### config.mk
export PLATFORM = sky130hd
export DESIGN_NAME = collision_scan
export DESIGN_NICKNAME = d
export VERILOG_FILES = /design/src/rtl/snake_pkg.sv /design/src/rtl/coord_match.sv /design/src/rtl/collision_scan.sv
export SDC_FILE = /design/constraint.sdc
export NUM_CORES = 1
export LEC_CHECK = 0
export CAP_MARGIN = 20
export CORE_MARGIN = 3
export CORE_UTILIZATION = 45
export DETAILED_ROUTE_END_ITERATION = 12
export PLACE_DENSITY = 0.86
export SLEW_MARGIN = 10
export SYNTH_ARGS = -nofsm -noshare
export SYNTH_HDL_FRONTEND = slang
export SYNTH_SLANG_ARGS = --single-unit
### constraint.sdc
create_clock -name clk -period 2.2 [get_ports clk]
set_clock_uncertainty 0.15 [all_clocks]
set_input_delay 0.44 -clock clk [delete_from_list [all_inputs] [get_ports clk]]
set_output_delay 0.44 -clock clk [all_outputs]
set_load 0.1 [all_outputs]
### src/rtl/snake_pkg.sv
// Shared types and default constants for the snake collision logic.
package snake_pkg;

  localparam int DEF_GRID_W  = 16;
  localparam int DEF_GRID_H  = 16;
  localparam int DEF_MAX_LEN = 16;

  // Collision-scan sequencer states.
  typedef enum logic [1:0] {
    IDLE  = 2'd0,
    SCAN  = 2'd1,
    DRAIN = 2'd2,
    DONE  = 2'd3
  } scan_state_e;

endpackage

### src/rtl/coord_match.sv
// Coordinate equality: match is high when both x and y are equal.
module coord_match #(
  parameter int N = 4
) (
  input  logic [N-1:0] ax,
  input  logic [N-1:0] ay,
  input  logic [N-1:0] bx,
  input  logic [N-1:0] by,
  output logic         match
);

  assign match = (ax == bx) && (ay == by);

endmodule

### src/rtl/collision_scan.sv
// Collision scan: checks a candidate snake head against the playfield walls
// and against body segments 1..len-1 held in an external registered-read RAM.
module collision_scan
  import snake_pkg::*;
#(
  parameter  int N       = 4,
  parameter  int MAX_LEN = DEF_MAX_LEN,
  parameter  int GRID_W  = DEF_GRID_W,
  parameter  int GRID_H  = DEF_GRID_H,
  localparam int AW      = $clog2(MAX_LEN)
) (
  input  logic          clk,
  input  logic          rst,
  input  logic          start,
  input  logic [N-1:0]  head_x,
  input  logic [N-1:0]  head_y,
  input  logic [AW:0]   len,
  output logic [AW-1:0] seg_addr,
  input  logic [N-1:0]  seg_x,
  input  logic [N-1:0]  seg_y,
  output logic          busy,
  output logic          done,
  output logic          hit
);

  scan_state_e   state_q, state_d;
  logic [AW-1:0] idx_q, idx_d;         // address being issued this cycle
  logic [AW-1:0] last_q, last_d;       // final address to issue (len-1)
  logic [N-1:0]  head_x_q, head_x_d;
  logic [N-1:0]  head_y_q, head_y_d;
  logic          hit_q, hit_d;
  logic          rd_valid_q, rd_valid_d; // seg_x/seg_y carry a requested segment

  logic [AW:0]   len_c;
  logic          wall;
  logic          match;
  logic          hit_now;

  coord_match #(.N(N)) u_match (
    .ax    (head_x_q),
    .ay    (head_y_q),
    .bx    (seg_x),
    .by    (seg_y),
    .match (match)
  );

  assign len_c   = (len > (AW+1)'(MAX_LEN)) ? (AW+1)'(MAX_LEN) : len;
  assign wall    = (32'(head_x) >= 32'(GRID_W)) || (32'(head_y) >= 32'(GRID_H));
  assign hit_now = rd_valid_q && match;

  // Outputs; an address is withheld in the cycle a match is seen.
  assign busy     = (state_q != IDLE);
  assign done     = (state_q == DONE);
  assign hit      = hit_q;
  assign seg_addr = (state_q == SCAN && !hit_now) ? idx_q : '0;

  // Next-state logic for the scan sequencer.
  always_comb begin
    state_d    = state_q;
    idx_d      = idx_q;
    last_d     = last_q;
    head_x_d   = head_x_q;
    head_y_d   = head_y_q;
    hit_d      = hit_q;
    rd_valid_d = 1'b0;
    case (state_q)
      IDLE: begin
        if (start) begin
          head_x_d = head_x;
          head_y_d = head_y;
          last_d   = AW'(len_c - (AW+1)'(1));
          idx_d    = AW'(1);
          hit_d    = 1'b0;
          if (wall) begin
            hit_d   = 1'b1;
            state_d = DONE;
          end else if (len_c <= (AW+1)'(1)) begin
            state_d = DONE;
          end else begin
            state_d = SCAN;
          end
        end
      end
      SCAN: begin
        if (hit_now) begin
          hit_d   = 1'b1;
          state_d = DONE;
        end else begin
          rd_valid_d = 1'b1;
          if (idx_q == last_q) begin
            state_d = DRAIN;
          end else begin
            idx_d = idx_q + AW'(1);
          end
        end
      end
      DRAIN: begin
        if (hit_now) begin
          hit_d = 1'b1;
        end
        state_d = DONE;
      end
      DONE: begin
        state_d = IDLE;
      end
      default: begin
        state_d = IDLE;
      end
    endcase
  end

  // State registers with synchronous reset.
  always_ff @(posedge clk) begin
    if (rst) begin
      state_q    <= IDLE;
      idx_q      <= '0;
      last_q     <= '0;
      head_x_q   <= '0;
      head_y_q   <= '0;
      hit_q      <= 1'b0;
      rd_valid_q <= 1'b0;
    end else begin
      state_q    <= state_d;
      idx_q      <= idx_d;
      last_q     <= last_d;
      head_x_q   <= head_x_d;
      head_y_q   <= head_y_d;
      hit_q      <= hit_d;
      rd_valid_q <= rd_valid_d;
    end
  end

endmodule

; ---- After elaboration in Yosys (flattened, before gate mapping)
; Index checks and enable logic that the tools add are counted.
[totals]
wordCells = 52
reg_bits = 20
output_inout_bits = 7
input_bits = 24
[classes]
n_mux = 15
reduce_logical = 14
addsub = 2
eq_ne = 11
n_lt_le_gt_ge = 2
n_bitwise = 1
[op_table]
columns = cell, count
row1 = 2-to-1 mux 4 bit, 4
row2 = == test 4 bit, 3
row3 = 2-to-1 mux 2 bit, 4
row4 = case mux 2 bit (4 select lines), 1
row5 = case mux 4 bit (2 select lines), 1
row6 = != test 2 bit (second input constant), 3
row7 = nonzero test 2 bit, 3
row8 = greater-than comparator 5 bit (second input constant), 1
row9 = less-or-equal comparator 5 x 1 -> 1 bit (second input constant), 1
row10 = 2-to-1 mux 5 bit, 1
row11 = adder 4 x 1 -> 4 bit (second input constant), 1
row12 = == test 2 bit (second input constant), 2
row13 = AND reduction 2 bit, 2
row14 = AND reduction 4 bit, 1
row15 = OR reduction 2 bit, 2
row16 = subtractor 4 x 1 -> 4 bit (second input constant), 1
row17 = logical AND 1 bit, 3
row18 = 2-to-1 mux 1 bit, 3
row19 = != test 3 x 2 -> 1 bit (second input constant), 1
row20 = AND reduction 3 bit, 1
row21 = == test 2 x 1 -> 1 bit (second input constant), 1
row22 = zero test 2 bit, 1
row23 = != test 2 x 1 -> 1 bit (second input constant), 1
row24 = case mux 1 bit (2 select lines), 1
row25 = other kinds (2), 2

; ---- Logic depth before layout (Yosys ltp)
; Gate-level depths: netlist of run 1.
[logic_depth]
word_depth = 6
mapped_depth = 8
ltp_nobuf = 7

; ---- Modules after synthesis
; Synthesis of run 1 repeated with hierarchy kept, for this count alone.
[hier_totals]
hier_cells = 136
hier_area_um2 = 1161.1
[by_module_without_submodules]
columns = mod, instances, cells_each, area_per_inst_um2, seq_area_each_um2
row1 = collision_scan, 1, 125, 1074.8, 400.4
row2 = coord_match, 1, 11, 86.3, 0.0

; ---- Worst setup path before layout of run 1
; No wires, ideal clock.
[synth_path]
kind = input -> output
from = input port seg_x[0]
to = output port seg_addr[0]
slack_ns = -0.621
t_arrival_ns = 2.231
n_path_buf = 0
cell_stages = 4
path_cell_list = xor2_1 -> nor4_2 -> a31o_2 -> nor2_1
[synth_between]
elab_chain_cells = 6
[synth_rtl]
columns = element, line
row1 = from (decl), collision_scan.sv:19  ; input logic [N-1:0] seg_x,
row2 = == test 4 bit, coord_match.sv:12  ; assign match = (ax == bx) && (ay == by);
row3 = logical AND 1 bit, coord_match.sv:12
row4 = logical AND 1 bit, collision_scan.sv:49  ; assign hit_now = rd_valid_q && match;
row5 = zero test 1 bit, collision_scan.sv:55  ; assign seg_addr = (state_q == SCAN && !hit_now) ? idx_q : '0;
row6 = logical AND 1 bit, collision_scan.sv:55
row7 = 2-to-1 mux 4 bit, collision_scan.sv:55
row8 = to (decl), collision_scan.sv:18  ; output logic [AW-1:0] seg_addr,
; No other way between the ends.

; ---- Worst setup path after layout of run 1
[layout_path]
from = input port seg_y[2]
to = output port seg_addr[2]
[layout_between]
elab_chain_cells = 6
[layout_rtl]
columns = element, line
row1 = from (decl), collision_scan.sv:20  ; input logic [N-1:0] seg_y,
row2 = == test 4 bit, coord_match.sv:12
row3 = logical AND 1 bit, coord_match.sv:12
row4 = logical AND 1 bit, collision_scan.sv:49
row5 = zero test 1 bit, collision_scan.sv:55
row6 = logical AND 1 bit, collision_scan.sv:55
row7 = 2-to-1 mux 4 bit, collision_scan.sv:55
; No other way between the ends.

==> results of run 1 <==
[registers in the layout, indices dropped and copies added (netlist names)]
signal      flops
last_q          4
idx_q           4
head_y_q        4
hit             1
rd_valid_q      1
head_x_q        4
state_q         2
[through the flow]
step	instance area (sq um)	hold WS (ns)
2_1_floorplan	1170	0.298
3_3_place_gp	1620	0.306
3_5_place_dp	1620	0.319
4_1_cts	1710	0.329
5_1_grt	1730	0.357
6_report	1730	0.326
[metal layers]
metal  wire (microns)  track usage, %  vias up  part of all wire (%)
li1                 -               -      572                     -
met1             1280            23.4      575                    39
met2             1720            36.8       50                    53
met3              190            2.76        8                   5.8
met4               65            6.62        0                   2.0
met5                0               0        -                     0
[worst max-delay path by stage]
stage | from | to | slack (ns)
after floorplan | seg_x[0] | seg_addr[0] | -0.17
after global placement | seg_y[2] | seg_addr[3] | -0.28
after detailed placement | seg_x[2] | seg_addr[0] | -0.30
after CTS | head_y_q[0] | seg_addr[2] | -0.12
after global routing | head_y_q[2] | seg_addr[2] | -0.13
final | seg_y[2] | seg_addr[2] | -0.07
[logic make-up (layout without fill, tap and decap cells)]
kind of cell	count (synthesis)	after routing	synth area share [%]
and+or+nand+nor	60	60	25.5
adders and majority gates	6	6	6.47
DFF	20	20	34.5
buffers and inverters	14	53	4.63
xor gates and xnor gates	14	14	10.6
AOI/OAI and AO/OA	31	31	18.3
[tightest hold or removal path, stage by stage, from the launching register on]
cell	delay [ns]
dfxtp_2	0.35
nand2_1	0.05
a21oi_1	0.05
[power breakdown]
group	internal [mW]	switching (mW)
Sequential	0.436	0.0636
Combinational	0.393	0.614
Clock	0.184	0.120
[cell type report]
class | count | area share [%]
inverter | 9 | 2.17
tap | 28 | 2.02
clock inverter | 1 | 1.73
timing repair buffer | 40 | 24.7
multi-input combinational | 111 | 44.8
clock buffer | 3 | 1.30
sequential | 20 | 23.3
[cell usage in the layout, fill, tap and decap left out, drive strengths merged, types with 2 or more instances in the layout]
cell type,instances
nand2,22
xnor2,3
a21oi,12
ha,6
o21ai,2
nand3,3
dfxtp,20
nor4,2
nand4,2
and2,2
clkdlybuf4s15,3
xor2,11
nor3,4
inv,8
a211oi,6
dlygate4sd2,5
a31o,3
nand2b,2
nor2,16
clkbuf,3
clkdlybuf4s50,15
nor2b,4
buf,17
[repair_timing]
item	in CTS	in global routing
buffers inserted	1	0
hold endpoints to repair	0	0
hold buffers	0	0
pin swaps	12	5
resized for setup	19	6
setup endpoints to repair	4	9
==> results.cfg, run 1 <==
[sta]
rsz0062_at_grt = yes
setup-tns-final_ns = -0.267
hold_viol_final = 0
worst_pin_slew_ns = 0.463
setup_slack_ns = -0.0712
clock.fmax_mhz = 440
setup_violations = 4
min_period_ns = 2.27
slew_viol_final = 0
slew-limit-headroom_pct = 68.9
post-route-period-util_pct = 103

[place]
dp_slack_ns = -0.304
portBuffers = 30
dp.cells = 208
gp_congestion = 0.880
post-dp-hpwl_mm = 2.34

[critical_path]
slowest_delay_ns = 0.34
crit_family = simple AND/OR/NAND/NOR gates
end_kind = primary output
r2r_cells = 7
regToRegEndpoint = idx_q[0]
worstSetupPathType = in -> out
cp_slowest_cell = nor4_4
r2r-start = state_q[0]
required_ns = 1.61
cp_cell_sequence = clkdlybuf4s15_1, xor2_2, nor4_4, a31o_4, nor2_4, buf_12
cp.arrival_ns = 1.68
crit_path_start_kind = primary input
r2r_slack_ns = 0.13
crit_fanout = 5
critPathBufInv = 2
crit_cells = 6

[worst_hold_path]
hold_path.class = reg -> reg
min_from = head_y_q[0]
hold-path-endpoint = head_y_q[0]
holdPathStages = 2

[clock_network]
clock-sinks = 20
cts_root_buffer = clkbuf_4
clock_path_buffers = 2
htreeDepth = 1
insertion_delay_ns = 0.31
cts_tree = built
clkTransAtPathRegs_ns = 0.13
cts_buffers = 3

[yosys]
synth_common_cells = 22 x nand2_1, 20 x dfxtp_1, 16 x nor2_1
ys.flop_type = dfxtp_1
synth_warnings = 0
synth.area.top_cells = dfxtp_1 34%, xor2_1 8.3%, nand2_1 7.1%
synth_edf_count = 0
syn_inst = 145
syn_area_per_cell_sq_um = 8.01
synth_seq_cells = 20
yosysMostFrequentCell = nand2_1
ys_types = 34
synth.top_cell.area_share_pct = 34.5
syn_nets = 175
syn_area_sq_mm = 0.00116
async_flop_share_pct = 0
ys_seq_area_share_pct = 34.5
yosys.area.top_type = dfxtp_1

[drt]
wl_mm = 3.26
remaining_drc_errors = 0
final_antenna_net_count = 0
viasPerCell = 5.68
wl_per_cell_microns = 15.4
drtIter0Drc = 55
drt_first_pass_iters = 4
vias = 1205

[die]
start_util_pct = 50.1
coreArea_sq_mm = 0.00232
die_y_microns = 56.8
ios = 31
dieArea_sq_mm = 0.00323
die_width_microns = 56.8
num_rows = 17

[power_and_ir_drop]
powerDensity_mw_per_mm2 = 1050
ir_drop_mv = 0.967
power_mw = 1.81
p_leak_nw = 0.690

[global_routing]
grt_use_total_pct = 20.0
grt_max_degree = 13
antenna_found_initial = 0
overflow = 0
grt_pass1_wl_mm = 5.22
grt_pass1_vias = 1227

[job]
cap_violations = 0

[outcome]
violations = negative setup slack
status = finished, violations left

[cells_and_area]
n_antenna_cell = 0
fin_nets = 215
multi_input_area_sq_um = 776
regArea_sq_um = 403
final_util_pct = 74.7
num-fill-cells = 175
final_cells = 212
area_delta_synth_final_pct = 49.1
drive_above_1_share_pct = 20.7
No activity file was read; power rests on OpenSTA's default activity.
==> inputs of run 2 (changes only) <==
--- a/config.mk
+++ b/config.mk
@@ -9,7 +9,7 @@
 export CORE_MARGIN = 3
 export CORE_UTILIZATION = 45
 export DETAILED_ROUTE_END_ITERATION = 12
-export PLACE_DENSITY = 0.86
+export PLACE_DENSITY = 0.75
 export SLEW_MARGIN = 10
 export SYNTH_ARGS = -nofsm -noshare
 export SYNTH_HDL_FRONTEND = slang
==> run 2 against run 1 <==
Net effect: global-route usage down 0.076 points; the run still ends with negative setup slack left; critical path depth unchanged; final area up 2.0%.
==> results.cfg, run 2 (same netlist as run 1, synthesis figures left out) <==
[outcome]
violations = negative setup slack
status = finished, violations left

[clock_network]
clkTransAtPathRegs_ns = 0.12
cts_root_buffer = clkbuf_4
cts_buffers = 3
clock_path_buffers = 2
clock-sinks = 20
htreeDepth = 1
ctsHoldBuffers = 0
cts_tree = built
insertion_delay_ns = 0.31

[critical_path]
cp.arrival_ns = 1.68
end_kind = primary output
crit_fanout = 6
slowest_delay_ns = 0.31
cp_slowest_cell = nor4_4
worstSetupPathType = in -> out
cp_cell_sequence = clkdlybuf4s15_1, xor2_2, nor4_4, a31o_4, nor2_4, buf_12
required_ns = 1.61
r2r_cells = 8
crit_path_start_kind = primary input

[global_routing]
grt_pass1_vias = 1135
antenna_found_initial = 0
grt_max_degree = 17
grt_pass1_wl_mm = 4.97
overflow = 0
grt_use_total_pct = 19.9

[drt]
viasPerCell = 5.43
vias = 1167
drtIter0Drc = 34
drt_first_pass_iters = 4
wl_mm = 3.09
final_antenna_net_count = 0
wl_per_cell_microns = 14.4
remaining_drc_errors = 0

[sta]
hold_viol_final = 0
post-route-period-util_pct = 103
slew_viol_final = 0
setup_violations = 4
min_period_ns = 2.27
rsz0062_at_grt = yes
setup_slack_ns = -0.0710
clock.fmax_mhz = 440
worst_pin_slew_ns = 0.458
slew-limit-headroom_pct = 69.3

[cells_and_area]
layout_common_cells = 22 x nand2_1, 15 x clkdlybuf4s50_1, 14 x dfxtp_1, 14 x buf_4
fin_area_sq_mm = 0.00177
final_common_cell = nand2_1
area_delta_synth_final_pct = 52.2
final_cells = 215
n_antenna_cell = 0
fin_nets = 218
drive_above_1_share_pct = 24.1

[power_and_ir_drop]
p_leak_nw = 0.704
ir_drop_mv = 0.949
powerDensity_mw_per_mm2 = 1030

[place]
dp.cells = 209
portBuffers = 30
postPlaceCellArea_sq_mm = 0.00163
dp_slack_ns = -0.302
post-dp-hpwl_mm = 2.16
gp_congestion = 0.840

[die]
num_rows = 17
ios = 31
start_util_pct = 50.1
dieArea_sq_mm = 0.00323
die_width_microns = 56.8
die_y_microns = 56.8
coreArea_sq_mm = 0.00232

[worst_hold_path]
hold_path.class = reg -> reg
holdPathStages = 2

[job]
cap_violations = 0
[run 2: timing repair]
action                     CTS  global route
setup buffers                1             1
pin swaps                   11             6
gates cloned                 0             0
setup endpoints to repair    4             8
gates resized for setup     21             8
[run 2: cell type report]
cell class              instances  area (sq um)
clock buffers                   3          22.5
clock inverters                 1          30.0
fillers                       178           552
inverters                       9          37.5
multi-input cells             111           783
flip-flops and latches         20           408
well taps                      28          35.0
repair buffers                 43           450
[run 2: metrics by stage]
stage	TNS (ns)	hold WS (ns)	power [mW]	util (%)
after floorplan	-0.825	0.298	1.13	-
after global placement	-1.53	0.304	1.39	70.3
after detailed placement	-1.59	0.312	1.42	70.3
after CTS	-0.275	0.330	1.79	75.0
after global routing	-0.523	0.342	1.95	76.2
final	-0.267	0.319	1.83	76.2
[run 2: layer usage]
layer | part of all wire [%] | vias to the layer above | wire length [microns] | global-route usage, %
met1 | 39 | 546 | 1220 | 22.2
met2 | 54 | 39 | 1660 | 36.8
met5 | 0 | - | 0 | 0
met4 | 1.4 | 0 | 43 | 5.63
li1 | - | 576 | - | -
met3 | 5.5 | 6 | 169 | 5.06
[run 2: path summary, 6_finish.rpt]
check | startpoint | endpoint | slack (ns)
setup / recovery | seg_y[2] | seg_addr[2] | -0.07
hold / removal | head_x_q[1] | head_x_q[1] | 0.32
setup reg to reg | state_q[1] | state_q[1] | 0.13
hold reg to reg | head_x_q[1] | head_x_q[1] | 0.32
[run 2: power by group]
group / switching, mW / internal (mW) / total [mW] / leakage (nW)
combinational: 0.607 / 0.409 / 1.02 / 0.510
sequential: 0.0677 / 0.438 / 0.506 / 0.167
clock: 0.122 / 0.184 / 0.306 / 0.0279
total: 0.796 / 1.03 / 1.83 / 0.704
[run 2: critical path: cells and delay by family]
family	cells	cell delay, ns
XOR/XNOR	1	0.20
buffers and inverters	2	0.37
AO/OA/AOI/OAI	1	0.30
AND/OR/NAND/NOR	2	0.36
==> inputs of run 3 (changes only) <==
--- a/config.mk
+++ b/config.mk
@@ -9,6 +9,7 @@
 export CORE_MARGIN = 3
 export CORE_UTILIZATION = 45
 export DETAILED_ROUTE_END_ITERATION = 12
+export GPL_TIMING_DRIVEN = 0
 export PLACE_DENSITY = 0.75
 export SLEW_MARGIN = 10
 export SYNTH_ARGS = -nofsm -noshare
==> run 3 against run 2 <==
Net effect: the run still ends with negative setup slack left; critical path depth is 1 lower; sequential power hardly changed; combinational power is 4% lower; clock-buffer cell count stayed put; critical endpoint unchanged.
==> results.cfg, run 3 (same netlist as run 1, synthesis figures left out) <==
[clock_network]
insertion_delay_ns = 0.31
cts_tree = built
clkTransAtPathRegs_ns = 0.12
clock-sinks = 20
clock_path_buffers = 2
cts_buffers = 3
cts_root_buffer = clkbuf_4
htreeDepth = 1

[worst_hold_path]
hold-path-endpoint = head_y_q[1]
hold_path.class = reg -> reg
min_from = head_y_q[1]
holdPathStages = 2

[cells_and_area]
num-fill-cells = 191
area_delta_synth_final_pct = 47.8
layout_common_cells = 22 x nand2_1, 16 x dfxtp_1, 15 x clkdlybuf4s50_1
multi_input_area_sq_um = 797
final_cells = 212
drive_above_1_share_pct = 20.7
fin_nets = 215
final_common_cell = nand2_1
n_antenna_cell = 0
final_util_pct = 74.0
regArea_sq_um = 405

[job]
cap_violations = 0

[sta]
rsz0062_at_grt = yes
min_period_ns = 2.25
slew_viol_final = 0
setup-tns-final_ns = -0.185
worst_pin_slew_ns = 0.951
clock.fmax_mhz = 444
setup_slack_ns = -0.0543
slew-limit-headroom_pct = 36.9
hold_viol_final = 0
setup_violations = 4
post-route-period-util_pct = 102

[critical_path]
required_ns = 1.61
regToRegEndpoint = idx_q[0]
worstSetupPathType = reg -> out
cp.arrival_ns = 1.66
r2r_slack_ns = 0.15
end_kind = primary output
crit_path_start_kind = register
r2r-start = state_q[0]
crit_fanout = 5
r2r_cells = 8
cp_slowest_cell = dfxtp_2
cp_cell_sequence = xor2_2, nor4_4, a31o_4, nor2_4, buf_12
slowest_delay_ns = 0.35

[global_routing]
grt_use_total_pct = 19.8
grt_max_degree = 13
antenna_found_initial = 0
grt_pass1_wl_mm = 5.05
grt_pass1_vias = 1189
overflow = 0

[drt]
drt_first_pass_iters = 4
remaining_drc_errors = 0
drtIter0Drc = 20
wl_per_cell_microns = 14.1
final_antenna_net_count = 0
vias = 1166
viasPerCell = 5.50
wl_mm = 2.98

[die]
dieArea_sq_mm = 0.00323
die_y_microns = 56.8
coreArea_sq_mm = 0.00232
start_util_pct = 50.1
die_width_microns = 56.8
ios = 31
num_rows = 17

[power_and_ir_drop]
powerDensity_mw_per_mm2 = 1050
ir_drop_mv = 0.776
p_leak_nw = 0.679

[place]
dp_slack_ns = -1.20
portBuffers = 30
post-dp-hpwl_mm = 2.06
dp.cells = 203
gp_congestion = 0.795

[outcome]
violations = negative setup slack
status = finished, violations left
run 3: per-stage QoR:
stage | cell area (sq um) | hold slack (ns) | total power [mW]
after floorplan | 1170 | 0.298 | 1.13
after global placement | 1510 | 0.306 | 1.30
after detailed placement | 1510 | 0.311 | 1.32
after CTS | 1670 | 0.328 | 1.70
after global routing | 1720 | 0.353 | 1.91
final | 1720 | 0.329 | 1.80
run 3: cell type report:
type,instances,area share [%]
Timing Repair Buffer,35,21.4
Clock buffer,3,1.31
Buffer,5,1.24
Multi-Input combinational cell,111,46.4
Clock inverter,1,1.75
Inverter,9,2.19
Sequential cell,20,23.6
Tap cell,28,2.04
run 3: layer usage:
| metal | up-vias | GRT usage, % | wire length [microns] |
|---|---|---|---|
| li1 | 572 | - | - |
| met1 | 555 | 21.8 | 1270 |
| met2 | 30 | 37.0 | 1520 |
| met3 | 9 | 4.37 | 133 |
| met4 | 0 | 6.29 | 59 |
| met5 | - | 0 | 0 |
run 3: where the power goes:
group | internal, mW | switching [mW] | total, mW
sequential | 0.439 | 0.0689 | 0.508
clock | 0.184 | 0.125 | 0.309
combinational | 0.373 | 0.607 | 0.981
run 3: worst max path at each step:
stage / startpoint / end / slack (ns) / cells past startpoint
floorplan: seg_x[0] / seg_addr[0] / -0.17 / 4
global placement: seg_x[1] / seg_addr[3] / -1.18 / 6
detailed placement: seg_x[1] / seg_addr[1] / -1.20 / 6
CTS: head_y_q[0] / seg_addr[3] / -0.1 / 5
global route: head_y_q[2] / seg_addr[2] / -0.12 / 5
finish: head_y_q[2] / seg_addr[2] / -0.05 / 5
run 3: critical path: cells and delay by family (launching register included):
family | cells | cell delay (ns)
simple gates | 2 | 0.39
flops | 1 | 0.35
compound gates | 1 | 0.29
buf+inv | 1 | 0.16
xor+xnor | 1 | 0.15
run 3: timing repair:
action	CTS	global route
hold buffers	0	0
buffers inserted	5	0
pin swaps	4	3
gates resized for setup	65	15
endpoints found under the setup margin	7	18
